--- config.mk ---
export PLATFORM = sky130hd
export DESIGN_NAME = shift_sub_divider
export DESIGN_NICKNAME = d
export VERILOG_FILES = /design/src/rtl/shift_sub_divider.sv
export SDC_FILE = /design/constraint.sdc
export NUM_CORES = 1
export LEC_CHECK = 0
export BUFFER_PORTS_ARGS = -buffer_cell sky130_fd_sc_hd__buf_2
export CORE_ASPECT_RATIO = 0.75
export CORE_MARGIN = 5
export CORE_UTILIZATION = 50
export DETAILED_ROUTE_END_ITERATION = 12
export PLACE_DENSITY = 0.76
export SLEW_MARGIN = 30
export SYNTH_ARGS = -nofsm -noshare
export SYNTH_HDL_FRONTEND = slang
export SYNTH_SLANG_ARGS = --single-unit
--- constraint.sdc ---
create_clock -name clk -period 1.72 [get_ports clk]
set_input_delay 0.344 -clock clk [delete_from_list [all_inputs] [get_ports clk]]
set_output_delay 0.344 -clock clk [all_outputs]
set_load 0.02 [all_outputs]
--- src/rtl/shift_sub_divider.sv ---
// 8-bit by 4-bit unsigned restoring divider with a start/ready handshake; result = {remainder, quotient}.
// Build option: define DIV_ZERO_CHECK_EN for the one-cycle divide-by-zero path and the dbz flag.
module shift_sub_divider (
  input  logic        clk,
  input  logic        rst,
  input  logic        start,
  input  logic [7:0]  ABus,
  input  logic [3:0]  BBus,
  output logic        ready,
  output logic [11:0] resultBus,
  output logic        dbz
);

  typedef enum logic [2:0] {
    IDLE = 3'b001,
    LOAD = 3'b010,
    SUB  = 3'b100
  } state_t;

  state_t      state_q, state_d;
  logic [7:0]  q_q, q_d;
  logic [3:0]  r_q, r_d;
  logic [3:0]  d_q, d_d;
  logic [2:0]  cnt_q, cnt_d;
  logic [4:0]  t;

`ifdef DIV_ZERO_CHECK_EN
  logic        dbz_q, dbz_d;
`endif

  always_ff @(posedge clk) begin
    if (rst) begin
      state_q <= IDLE;
      q_q     <= '0;
      r_q     <= '0;
      d_q     <= '0;
      cnt_q   <= '0;
    end else begin
      state_q <= state_d;
      q_q     <= q_d;
      r_q     <= r_d;
      d_q     <= d_d;
      cnt_q   <= cnt_d;
    end
  end

`ifdef DIV_ZERO_CHECK_EN
  always_ff @(posedge clk) begin
    if (rst) dbz_q <= 1'b0;
    else     dbz_q <= dbz_d;
  end
`endif

  // Partial remainder with the next dividend bit appended
  assign t = {r_q, q_q[7]};

  always_comb begin
    state_d = state_q;
    q_d     = q_q;
    r_d     = r_q;
    d_d     = d_q;
    cnt_d   = cnt_q;
`ifdef DIV_ZERO_CHECK_EN
    dbz_d   = dbz_q;
`endif
    case (state_q)
      IDLE: begin
        if (start) state_d = LOAD;
      end
      LOAD: begin
        q_d     = ABus;
        d_d     = BBus;
        r_d     = '0;
        cnt_d   = '0;
        state_d = SUB;
`ifdef DIV_ZERO_CHECK_EN
        dbz_d   = 1'b0;
        // Same result the full step sequence would produce for a zero divisor
        if (BBus == 4'd0) begin
          dbz_d   = 1'b1;
          q_d     = 8'hFF;
          r_d     = ABus[3:0];
          state_d = IDLE;
        end
`endif
      end
      SUB: begin
        // Difference always fits in 4 bits when the compare passes
        if (t >= {1'b0, d_q}) begin
          r_d = t[3:0] - d_q;
          q_d = {q_q[6:0], 1'b1};
        end else begin
          r_d = t[3:0];
          q_d = {q_q[6:0], 1'b0};
        end
        cnt_d = cnt_q + 3'd1;
        if (cnt_q == 3'd7) state_d = IDLE;
      end
      default: state_d = IDLE;
    endcase
  end

  assign ready     = (state_q == IDLE);
  assign resultBus = {r_q, q_q};

`ifdef DIV_ZERO_CHECK_EN
  assign dbz = dbz_q;
`else
  assign dbz = 1'b0;
`endif

endmodule

==> impl_metrics.py <==
metrics = {
    "setup_path": {
        "crit_path_cell_trace": "inv_1 > ha_1 > nand4_1 > nand2_1 > or3_1 > a32o_1",
        "crit_path_max_fanout": 4,
        "max_stage_delay_ns": 0.38,
        "end_kind": "flop",
        "start_kind": "flop",
        "required_ns": 1.94,
        "crit_slowest_cell": "dfxtp_1",
        "critPathArrivalTime_ns": 1.89,
        "critPathKind": "reg2reg",
    },
    "global_route": {
        "grt_pass1_wl_um": 4170,
        "met3_usage": 0.0527,
        "met1_usage": 0.189,
        "grt_max_degree": 20,
        "antenna_found_initial": 0,
        "grt_usage": 0.159,
        "grt.busiest_layer": "met2",
        "use_met2": 0.281,
        "grt_pass1_vias": 935,
        "gr-total-overflow": 0,
    },
    "power_and_ir_drop": {
        "swShare": 0.245,
        "irDropWorstVdd_mv": 0.376,
        "power.switching_uw": 224,
        "p_clk_frac": 0.314,
        "p_leak_uw": 0.000560,
        "cellPowerDensity_mw_per_mm2": 677,
        "seq_power_share": 0.580,
        "combPwrFrac": 0.106,
        "p_int_uw": 690,
    },
    "worst_hold_path": {
        "hp-class": "in2reg",
    },
    "route": {
        "detail-route-antenna-nets": 0,
        "routed_wl_um": 2400,
        "drt_iter0_drc": 52,
        "drt-pass1-iter-count": 4,
        "routed_via_density": 5.40,
        "drc": 0,
        "via_count": 956,
        "wl_per_cell_um": 13.6,
    },
    "timing": {
        "clock_skew_ns": 0.0196,
        "rsz0062_at_grt": "false",
        "period_minus_slack_ns": 1.66,
        "worst_slew_pin_slew_ns": 0.568,
        "hold_viol": 0,
        "min_period_over_period": 0.968,
        "tns_ns": 0,
        "slew_headroom": 0.621,
        "max_freq_ghz": 0.601,
        "setup_viol": 0,
        "slew_violations": 0,
    },
    "synth": {
        "synth_cells": 125,
        "synth_top_area_cell": "dfxtp_1",
        "synth_edf_count": 0,
        "synth-main-ff-cell": "dfxtp_1",
        "async_flop_share": 0,
        "ys_ff_latch": 22,
        "synth.distinct_cells": 31,
        "synth_common_cells": "nor2_1, dfxtp_1, a21oi_1, a211oi_2, mux2i_1",
        "yosysMostFrequentCell": "nor2_1",
        "synth_top_area_frac": 0.384,
        "syn_nets": 147,
        "synth_warnings": 0,
        "avgSynthCellArea_um2": 9.18,
        "ys_top_cells_by_area": "dfxtp_1, a211oi_2, nor2_1, ha_1, mux2i_1",
        "synth_area_mm2": 0.00115,
        "ys_seq_area_frac": 0.384,
    },
    "run": {
        "drv_cap": 0,
    },
    "clock_tree": {
        "worst_skew_pair.late_latency_ns": 0.31,
        "clock_tree.root_cell": "clkbuf_4",
        "clk_pin_slew_worst_paths_ns": 0.13,
        "cts_sinks": 22,
        "clk_path_buf_depth": 2,
        "cts_buffers": 3,
        "cts_setup_buffers": 0,
        "cts_tree": "yes",
        "htree_levels": 1,
    },
    "place": {
        "place_congestion": 0.880,
        "dpl-instance-area_mm2": 0.00128,
        "dp_hpwl_um": 1820,
        "io_buffers": 27,
        "dp_cells": 173,
    },
    "cells_and_area": {
        "final_area_mm2": 0.00135,
        "finalNonFillerCells": 177,
        "diodes": 0,
        "area_growth_syn_to_layout_pct": 17.6,
        "drive_above_1_share": 0.336,
        "nets": 175,
        "final_util": 0.599,
    },
    "run_status": {
        "outcome": "complete, no violations",
    },
    "floorplan": {
        "initial_utilization": 0.509,
        "coreArea_mm2": 0.00225,
        "die_w_um": 65.3,
        "rows": 15,
        "die_h_um": 51.5,
        "io_pins": 29,
        "dieArea_mm2": 0.00336,
    },
}
[through the flow]
| stage | total power [uW] | hold slack (ns) | worst slack (ns) |
|---|---|---|---|
| 2_1_floorplan | 601 | 0.465 | 0.0123 |
| 3_3_place_gp | 632 | 0.466 | 0.114 |
| 3_5_place_dp | 636 | 0.468 | 0.00312 |
| 4_1_cts | 924 | 0.242 | 0.0551 |
| 5_1_grt | 963 | 0.248 | 0.0198 |
| 6_report | 914 | 0.247 | 0.0555 |
[repair_timing]
item / 4_1_cts / 5_1_grt
endpoints found under the hold margin: 0 / 0
setup endpoints to repair: 2 / 3
hold buffers: 0 / 0
cloned: 0 / 0
resized for setup: 1 / 6
pin swaps: 0 / 0
[cell type report]
cell class,count,area [um2]
fill,199,903
clock buffer,4,36.3
sequential,22,444
timing repair buffer,30,158
inverter,6,22.5
tap,25,31.3
multi-input combinational,90,657
[sequential cells by signal, summed over array words and instances, names as in the netlist]
signal	count
cnt_q	3
d_q	4
q_q	8
r_q	4
state_q	3
[worst max-delay path, delay by kind of cell (launching register included)]
kind                     cells  cell delay, ns
AND/OR/NAND/NOR              3            0.56
AO/OA/AOI/OAI                1            0.26
adder cells (fa/ha/maj)      1            0.31
buffers and inverters        1            0.07
flip-flops                   1            0.38
[power groups by stage]
stage / Sequential (uW) / Combinational [uW] / Clock (uW)
2_1_floorplan: 544 / 57.2 / 0
3_3_place_gp: 540 / 91.9 / 0
3_5_place_dp: 541 / 94.9 / 0
4_1_cts: 530 / 95.8 / 299
5_1_grt: 532 / 108 / 323
6_report: 530 / 96.9 / 287
[final timing paths]
kind	cells past startpoint	end	slack (ns)	startpoint
min	3	d_q[1]	0.25	BBus[1]
max reg2reg	6	r_q[0]	0.06	q_q[7]
max	6	r_q[0]	0.06	q_q[7]
min reg2reg	2	r_q[3]	0.48	r_q[3]
[per-layer routing]
layer | share of wire | vias to the layer above
li1 | - | 492
met1 | 0.46 | 448
met2 | 0.50 | 14
met3 | 0.034 | 2
met4 | 0.0050 | 0
met5 | 0 | -
[layout by cell type (no fill, tap or decap), types with 2 or more instances in the layout]
master | Yosys | routed
dfxtp_1 | 22 | 19
nand2b_1 | 2 | 2
a32o_1 | 2 | 2
nor3b_2 | 2 | 2
dfxtp_2 | 0 | 3
a211oi_2 | 7 | 7
buf_4 | 1 | 3
nor3_1 | 4 | 4
nand2_1 | 5 | 5
or3_1 | 3 | 3
mux2i_1 | 7 | 7
a21oi_1 | 8 | 7
a22oi_1 | 3 | 3
inv_1 | 6 | 6
ha_1 | 6 | 5
clkbuf_4 | 0 | 3
o21ai_0 | 5 | 5
nor2_2 | 1 | 2
nor3b_1 | 2 | 2
buf_2 | 1 | 27
nor2_1 | 23 | 22
[cells by family (layout without fill, tap and decap cells)]
group / count (synthesis) / in the layout / share of synthesized area
muxes: 7 / 7 / 0.0611
adders and majority gates: 7 / 7 / 0.0829
buffers and inverters: 13 / 40 / 0.0665
xor gates and xnor gates: 1 / 1 / 0.00763
DFF: 22 / 22 / 0.384
other: 1 / 1 / 0.00327
and+or+nand+nor: 46 / 46 / 0.207
AOI/OAI and AO/OA: 28 / 28 / 0.188
Power figures use the tool's default switching activity.
